===== src/rtl/dp_pkg.sv =====
// dp_pkg: shared types and constants for the dotProduct load/compute front end.
`default_nettype none

package dp_pkg;

  typedef enum logic [2:0] {
    IDLE    = 3'd0,
    LOAD    = 3'd1,
    CLEAR   = 3'd2,
    COMPUTE = 3'd3,
    WAIT    = 3'd4
  } state_t;

  localparam int unsigned DP_ADDR_WIDTH     = 4;
  localparam int unsigned DP_RAM_DEPTH      = 1 << DP_ADDR_WIDTH;
  localparam int unsigned DP_PARA_DEG       = 1;
  localparam int unsigned DP_DATA_WIDTH_IN  = 8;
  localparam int unsigned DP_DATA_WIDTH_OUT = 16;

  function automatic int unsigned calc_beats(input int unsigned depth, input int unsigned para);
    return depth / para;
  endfunction

  // LSB of SRAM k inside a packed bus of per-SRAM slices
  function automatic int unsigned slice_lsb(input int unsigned k, input int unsigned para,
                                            input int unsigned width);
    return k * para * width;
  endfunction

endpackage

`default_nettype wire


===== src/rtl/dp_beat_counter.sv =====
// dp_beat_counter: loadable up/down counter with a terminal-count compare flag.
`default_nettype none

module dp_beat_counter #(
  parameter int W = 5
) (
  input  logic         clk,
  input  logic         reset_n,
  input  logic         load,
  input  logic [W-1:0] load_val,
  input  logic         en,
  input  logic         up,
  input  logic [W-1:0] term,
  output logic [W-1:0] count,
  output logic         tc
);

  always_ff @(posedge clk or negedge reset_n) begin
    if (!reset_n) begin
      count <= '0;
    end else if (load) begin
      count <= load_val;
    end else if (en) begin
      count <= up ? count + 1'b1 : count - 1'b1;
    end
  end

  assign tc = (count == term);

endmodule

`default_nettype wire


===== src/rtl/dp_load_sequencer.sv =====
// dp_load_sequencer: streams operand/old-output beats into the dotProduct SRAMs,
// then sequences PE clear, the Computing window and result capture.
`default_nettype none

module dp_load_sequencer
  import dp_pkg::*;
#(
  parameter int Addr_Width     = 4,
  parameter int Ram_Depth      = 1 << Addr_Width,
  parameter int Nums_SRAM_In   = 2,
  parameter int Nums_SRAM_Out  = 1,
  parameter int Para_Deg       = 1,
  parameter int Data_Width_In  = 8,
  parameter int Data_Width_Out = 16,
  parameter int Comp_Latency   = 2
) (
  input  logic                                          clk,
  input  logic                                          reset_n,
  input  logic                                          start,
  input  logic                                          use_old_output,
  input  logic                                          in_valid,
  output logic                                          in_ready,
  input  logic [Nums_SRAM_In*Para_Deg*Data_Width_In-1:0]   in_data,
  input  logic [Nums_SRAM_Out*Para_Deg*Data_Width_Out-1:0] old_data,
  output logic                                          load_from_file,
  output logic [Nums_SRAM_In*Para_Deg*Data_Width_In-1:0]   input_data_from_file,
  output logic [Nums_SRAM_Out*Para_Deg*Data_Width_Out-1:0] output_data_from_file,
  output logic [Addr_Width-1:0]                         wr_addr,
  output logic                                          Comp_reset,
  output logic                                          PE_reset,
  output logic                                          load_old_output,
  output logic                                          Computing,
  input  logic [Para_Deg*Data_Width_Out*2-1:0]          result,
  output logic [Para_Deg*Data_Width_Out*2-1:0]          result_out,
  output logic                                          done,
  output logic                                          busy
);

  localparam int              CW      = Addr_Width + 1;
  localparam int              BEATS   = int'(calc_beats(Ram_Depth, Para_Deg));
  localparam logic [CW-1:0]   BEATS_C = CW'(BEATS);
  localparam logic [CW-1:0]   LAST_C  = CW'(BEATS - 1);
  localparam logic [CW-1:0]   LAT_C   = CW'(Comp_Latency);
  localparam logic [CW-1:0]   ONE_C   = CW'(1);
  localparam logic [CW-1:0]   TWO_C   = CW'(2);

  if (Ram_Depth % Para_Deg != 0) begin : g_depth_check
    $error("dp_load_sequencer: Ram_Depth must be a multiple of Para_Deg");
  end
  if (Comp_Latency < 1 || Comp_Latency >= (1 << CW)) begin : g_lat_check
    $error("dp_load_sequencer: Comp_Latency out of range");
  end

  state_t          state;
  logic            old_flag;
  logic            hs;
  logic [CW-1:0]   load_count;
  logic            load_tc;
  logic [CW-1:0]   comp_count;
  logic            comp_tc;
  logic            comp_load;
  logic [CW-1:0]   comp_load_val;
  logic [Addr_Width-1:0] next_addr;

  assign hs            = in_valid && in_ready && (state == LOAD);
  assign next_addr     = Addr_Width'(int'(load_count) * Para_Deg);
  // The compute counter is reused for the WAIT phase once COMPUTE ends
  assign comp_load     = (state == CLEAR) || ((state == COMPUTE) && comp_tc);
  assign comp_load_val = (state == CLEAR) ? BEATS_C : LAT_C;

  dp_beat_counter #(.W(CW)) u_load_cnt (
    .clk      (clk),
    .reset_n  (reset_n),
    .load     ((state == IDLE) && start),
    .load_val ('0),
    .en       (hs),
    .up       (1'b1),
    .term     (LAST_C),
    .count    (load_count),
    .tc       (load_tc)
  );

  dp_beat_counter #(.W(CW)) u_comp_cnt (
    .clk      (clk),
    .reset_n  (reset_n),
    .load     (comp_load),
    .load_val (comp_load_val),
    .en       ((state == COMPUTE) || (state == WAIT)),
    .up       (1'b0),
    .term     (ONE_C),
    .count    (comp_count),
    .tc       (comp_tc)
  );

  always_ff @(posedge clk or negedge reset_n) begin
    if (!reset_n) begin
      state                 <= IDLE;
      old_flag              <= 1'b0;
      in_ready              <= 1'b0;
      load_from_file        <= 1'b0;
      input_data_from_file  <= '0;
      output_data_from_file <= '0;
      wr_addr               <= '0;
      Comp_reset            <= 1'b0;
      PE_reset              <= 1'b0;
      load_old_output       <= 1'b0;
      Computing             <= 1'b0;
      result_out            <= '0;
      done                  <= 1'b0;
      busy                  <= 1'b0;
    end else begin
      load_from_file <= 1'b0;
      Comp_reset     <= 1'b0;
      PE_reset       <= 1'b0;
      done           <= 1'b0;
      case (state)
        IDLE: begin
          if (start) begin
            old_flag <= use_old_output;
            in_ready <= 1'b1;
            busy     <= 1'b1;
            state    <= LOAD;
          end
        end
        LOAD: begin
          if (hs) begin
            load_from_file        <= 1'b1;
            input_data_from_file  <= in_data;
            output_data_from_file <= old_data;
            wr_addr               <= next_addr;
            if (load_tc) begin
              in_ready   <= 1'b0;
              Comp_reset <= 1'b1;
              PE_reset   <= 1'b1;
              state      <= CLEAR;
            end
          end
        end
        CLEAR: begin
          Computing       <= 1'b1;
          load_old_output <= old_flag;
          state           <= COMPUTE;
        end
        COMPUTE: begin
          if (comp_tc) begin
            Computing       <= 1'b0;
            load_old_output <= 1'b0;
            state           <= WAIT;
            if (Comp_Latency == 1) begin
              result_out <= result;
              done       <= 1'b1;
            end
          end
        end
        WAIT: begin
          // done is shown during the final WAIT cycle, so capture one cycle early
          if (comp_tc) begin
            busy  <= 1'b0;
            state <= IDLE;
          end else if (comp_count == TWO_C) begin
            result_out <= result;
            done       <= 1'b1;
          end
        end
        default: state <= IDLE;
      endcase
    end
  end

endmodule

`default_nettype wire

===== config.mk =====
export PLATFORM = sky130hd
export DESIGN_NAME = dp_load_sequencer
export DESIGN_NICKNAME = d
export VERILOG_FILES = /design/src/rtl/dp_pkg.sv /design/src/rtl/dp_beat_counter.sv /design/src/rtl/dp_load_sequencer.sv
export SDC_FILE = /design/constraint.sdc
export NUM_CORES = 1
export LEC_CHECK = 0
export CAP_MARGIN = 30
export CORE_ASPECT_RATIO = 1.5
export CORE_UTILIZATION = 44
export DETAILED_ROUTE_END_ITERATION = 7
export MAX_ROUTING_LAYER = met4
export PLACE_DENSITY = 0.89
export SYNTH_ARGS = -nofsm -noshare
export SYNTH_HDL_FRONTEND = slang
export SYNTH_SLANG_ARGS = --single-unit

===== constraint.sdc =====
create_clock -name clk -period 2.3 [get_ports clk]
set_clock_uncertainty 0.15 [all_clocks]
set_input_delay 0.23 -clock clk [delete_from_list [all_inputs] [get_ports clk]]
set_output_delay 0.23 -clock clk [all_outputs]
set_load 0.03 [all_outputs]

# Word-level counts from Yosys, hierarchy flattened
# Cells that the tools add are included.
# W data, S select, Z words.
# word_totals
register_bits,89
wordCells,76
out_inout_bits,76
# classes
reduce_logical,19
addsub,2
eq_ne,12
bitwise_logic,1
n_mux,27
# ops
operator,count
$mux W5,5
$mux W3,5
$pmux W3 S5,1
$mux W1,12
$ne A2 B2 Y1 const B,5
$reduce_bool A2 Y1,5
$pmux W1 S2,4
$eq A3 B2 Y1 const B,2
$reduce_and A2 Y1,3
$reduce_and A3 Y1,2
$add A5 B1 Y5 const B,1
$eq A5 B1 Y1 const B,1
$eq A5 B2 Y1 const B,1
$eq A5 B4 Y1 const B,1
$reduce_and A5 Y1,1
$sub A5 B1 Y5 const B,1
$logic_and A1 B1 Y1,4
$reduce_and A4 Y1,1
$eq A3 B1 Y1 const B,1
$eq A3 B3 Y1 const B,1
$logic_not A3 Y1,1
$logic_or A1 B1 Y1,2
$not A1 Y1,1

# Longest topological paths before layout
# depth
depth_word,4
ltp_mapped,6

# Hierarchy
# From an unflattened synthesis, not the netlist that was laid out.
# unflattened
cells_unflattened,298
area_unflattened_um2,3976.3
# by_module_without_submodules
module,cells_each,area_each_um2,n_inst,seq_area_each_um2
dp_load_sequencer,200,3067.9,1,1976.9
dp_beat_counter,49,454.2,2,125.1

# Worst setup path before layout
# Ideal clock, no wire load.
# synth_timing
path_kind,reg-to-reg
startpoint,register in_ready
endpoint,register input_data_from_file[0]
t_required_ns,2.023
path_stages_with_launch,6
setup_time_ns,0.127
arrival_ns,1.515
path_slack_ns,0.508
period_less_slack_ns,1.792
path_cell_list,dfrtp_1 and4b_1 nor2b_1 buf_4 buf_6 mux2_1
# synth_between
elab_chain_cells,3
# synth_rtl
item,line_no,source
from (decl),dp_load_sequencer.sv:22,"output logic in_ready,"
from (signal assigned),dp_load_sequencer.sv:99,in_ready <= 1'b0;
from (signal assigned),dp_load_sequencer.sv:120,in_ready <= 1'b1;
from (signal assigned),dp_load_sequencer.sv:132,in_ready <= 1'b0;
$logic_and A1 B1 Y1 (2 in series),dp_load_sequencer.sv:65,assign hs = in_valid && in_ready && (state == LOAD);
$reduce_and A2 Y1 (no source line),-,
to (signal assigned),dp_load_sequencer.sv:128,input_data_from_file <= in_data;
to (decl),dp_load_sequencer.sv:26,"output logic [Nums_SRAM_In*Para_Deg*Data_Width_In-1:0] input_data_from_file,"
# Every way passes these cells.
# A chain may end at the register's enable or synchronous reset.

# Worst setup path in the final report
# layout_timing
startpoint,register u_comp_cnt.count[1]
endpoint,register state[1]
# layout_between
elab_chain_cells,3
word_cells_on_any_way,4
classes_between,eq/ne: 3; reduce/logical: 1
# layout_rtl
item,line_no,source
from (decl),dp_beat_counter.sv:14,"output logic [W-1:0] count,"
from (signal assigned),dp_beat_counter.sv:22,count <= load_val;
from (signal assigned),dp_beat_counter.sv:24,count <= up ? count + 1'b1 : count - 1'b1;
$eq A5 B1 Y1 (*),dp_beat_counter.sv:28,assign tc = (count == term);
$ne A2 B2 Y1 (no source line),-,
$reduce_and A5 Y1 (no source line) (*),-,
to (signal assigned),dp_load_sequencer.sv:97,state <= IDLE;
to (signal assigned),dp_load_sequencer.sv:122,state <= LOAD;
to (signal assigned),dp_load_sequencer.sv:135,state <= CLEAR;
to (decl),dp_load_sequencer.sv:54,state_t state;
# Mark *: on every way between the ends. The rest lies on a longest branch, timed or not.

==> summary.md <==
| Metric | Value |
|---|---|
| Share of layout cells above drive strength 1 | 16.0% |
| CTS tree | done |
| CTS clk-pin slew, worst paths | 0.06 ns |
| Placed instance area | 5350 µm² |
| I/O Pins | 145 |
| Crit end category | flip-flop |
| Antenna violations before repair | 0 |
| Area Growth Syn to Fin | 49.8% |
| VDD IR max | 0.691 mV |
| WP data required | 2.37 ns |
| DIE AREA | 8970 µm² |
| Critical-path top delay cell | dfrtp_1 |
| DRT antenna net count | 0 |
| Largest net degree at the start of global routing | 84 |
| Unrepaired setup endpoints after global routing | no |
| Post-CTS Setup Bufs | 0 |
| CP startpoint kind | flip-flop |
| Max cap viols | 0 |
| Design area | 5660 µm² |
| Antenna cell count | 0 |
| Syn Area/Cell | 14.7 µm² |
| Clock sink count | 89 |
| Die W | 77.7 µm |
| Clk root buf | clkbuf_16 |
| Syn Inst Count | 257 |
| Setup TNS | 0 ns |
| Final count of hold timing violations | 0 |
| Slew Viols, Final | 0 |
| Slew headroom | 69.9% |
| Dpl cells | 503 |
| Least-Margin Pin Slew | 0.447 ns |
| Critical path cell sequence | inv_1 > ha_1 > nor4b_2 > buf_4 > nand2_1 > a22oi_1 > nor2_1 |
| R2R cell count | 7 |
| Core area | 8360 µm² |
| Total power | 0.00643 W |
| Via count | 2570 |
| Drt total wl | 8.16 mm |
| GPL Wtd Cong | 0.871 |
| Tmin final | 1.91 ns |
| Crit path max fanout | 4 |
| Sequential share of the synthesized area | 58.9% |
| F_max | 523 MHz |
| Final setup margin | 0.387 ns |
| Row count | 41 |
| Number of port buffers | 144 |
| CTS buffer count | 9 |
| FFs w/ async S/R, synth | 100% |
| Starting density of the core | 45.2% |
| Vias in the first global route | 2665 |
| Worst r2r dst | state[1]$_DFFE_PN0P_ |
| Net count, final | 482 |
| Synthesized area | 3780 µm² |
| Initial drt markers | 118 |
| Tcrit/Tclk final | 83.2% |
| Synth cell types | 39 |
| Delay of the slowest critical-path stage | 0.41 ns |
| Worst r2r src | u_comp_cnt.count[1]$_DFFE_PN0P_ |
| # DRC | 0 |
| Fin cells | 520 |
| DP HPWL | 5.94 mm |
| Clock Path Buffers | 2 |
| GRT Residual Overflow | 0 |
| # setup viols final | 0 |
| Htree depth | 3 |
| Clk Latency, worst-skew pair | 0.33 ns |
| Status | finished clean |
| Drt wl/cell | 15.7 µm |
| Main synth FF type | dfrtp_1 |
| CP Class | flip-flop to flip-flop |
| Drt first pass iters | 4 |
| Tot GR Track Use | 19.6% |
| Vias/cell | 4.94 |
| Lkg Pwr | 2.49 nW |
| Dpl ws | 0.287 ns |
| Syn. warnings | 0 |
| Reg-to-reg slack, setup | 0.39 ns |
| Post-synthesis net count | 331 |
| Die H | 116 µm |
| Arr. time, crit path | 1.98 ns |
| First-pass GRT wire length | 13.0 mm |
| Post-synth EDFFs | 0 |
| Tightest Hold Check Type | primary input to async pin |
| Seq cells post-synth | 89 |
| PwrDens | 1140 nW/µm² |
==> final cells by class <==
| type | instances | area, µm² |
|---|---|---|
| repair buffers | 152 | 1540 |
| flip-flops and latches | 89 | 2230 |
| well taps | 107 | 134 |
| inverters | 6 | 22.5 |
| fillers | 604 | 2700 |
| multi-input cells | 150 | 1430 |
| clock buffers | 12 | 256 |
| clock inverters | 4 | 51.3 |
==> cell families after synthesis <==
| group | Yosys count | share of synthesized area (%) |
|---|---|---|
| AO/OA/AOI/OAI | 30 | 4.97 |
| XOR/XNOR | 2 | 0.464 |
| adder cells (fa/ha/maj) | 5 | 1.66 |
| buffers and inverters | 18 | 3.38 |
| flip-flops | 89 | 58.9 |
| multiplexers | 72 | 24.2 |
| AND/OR/NAND/NOR | 41 | 6.39 |
==> Yosys cell counts (2+ instances only) <==
cell type | n | area share (%)
a211oi_1 | 2 | 0.40
a21oi_1 | 7 | 0.93
a22o_1 | 2 | 0.46
a22oi_1 | 2 | 0.40
and2_1 | 2 | 0.33
and4b_1 | 2 | 0.53
buf_4 | 2 | 0.40
buf_6 | 7 | 2.1
clkbuf_1 | 3 | 0.30
dfrtp_1 | 89 | 59
ha_1 | 5 | 1.7
inv_1 | 6 | 0.60
mux2_1 | 33 | 9.8
mux2_2 | 7 | 2.1
mux2_4 | 29 | 12
mux2i_1 | 3 | 0.79
nand2_1 | 12 | 1.2
nand3b_1 | 2 | 0.40
nor2_1 | 10 | 0.99
nor2b_1 | 2 | 0.33
nor3_1 | 2 | 0.26
o211ai_1 | 2 | 0.40
o21ai_0 | 10 | 1.3
==> registers in the layout, indices dropped and copies added (netlist names) <==
name	flops
load_old_output	1
wr_addr	4
busy	1
done	1
output_data_from_file	16
u_load_cnt.count	5
load_from_file	1
Computing	1
PE_reset	1
in_ready	1
state	3
old_flag	1
u_comp_cnt.count	5
input_data_from_file	16
result_out	32
==> placed cells by master, fill, tap and decap left out, types with 6 or more instances in the layout <==
master and instances:
inv_1 6, mux2_4 29, nand2_1 12, mux2_1 33, clkbuf_16 9, dfrtp_1 89
o21ai_0 10, clkdlybuf4s50_1 143, nor2_1 10, mux2_2 7, a21oi_1 7
==> critical path, delay by kind of cell (launching register included) <==
family                     cells  cell delay, ns
AOI/OAI and AO/OA              1            0.17
adders and majority gates      1            0.24
and+or+nand+nor                3            0.50
buffers and inverters          2            0.32
DFF                            1            0.41
==> report_power, final <==
group	switching [W]	internal, W	leakage, nW
Sequential	0.000275	0.00203	1.04
Clock	0.000576	0.000901	0.149
Combinational	0.00141	0.00123	1.30
==> per-layer routing <==
layer	GRT usage, %	vias to the layer above	part of all wire (%)	routed length [µm]
met4	10.3	0	2.6	213
met2	33.1	83	54	4430
met5	-	-	0	0
li1	-	1210	-	-
met1	21.6	1263	38	3120
met3	4.41	14	4.9	400
==> repair_timing <==
action	4_1_cts	5_1_grt
endpoints found under the hold margin	89	0
hold buffers	1	0
resized for setup	0	0
==> worst max-delay path by stage <==
| stage | from | end | slack [ns] | cells after the start |
|---|---|---|---|---|
| final | u_comp_cnt.count[1]$_DFFE_PN0P_ | state[1]$_DFFE_PN0P_ | 0.39 | 7 |
| after global routing | u_comp_cnt.count[1]$_DFFE_PN0P_ | u_comp_cnt.count[0]$_DFFE_PN0P_ | 0.23 | 6 |
| after CTS | u_comp_cnt.count[1]$_DFFE_PN0P_ | state[1]$_DFFE_PN0P_ | 0.37 | 7 |
| after detailed placement | in_valid | input_data_from_file[14]$_DFFE_PN0P_ | 0.29 | 5 |
| after global placement | in_valid | input_data_from_file[14]$_DFFE_PN0P_ | 0.30 | 5 |
| after floorplan | in_ready$_DFFE_PN0P_ | input_data_from_file[0]$_DFFE_PN0P_ | 0.51 | 5 |
==> stage by stage <==
step	hold WS [ns]	util, %
global placement	-0.0954	63.9
finish	0.0965	67.7
floorplan	-0.216	-
global route	0.0912	67.7
CTS	0.0887	67.7
detailed placement	-0.0926	63.9
Power figures use the tool's default switching activity.
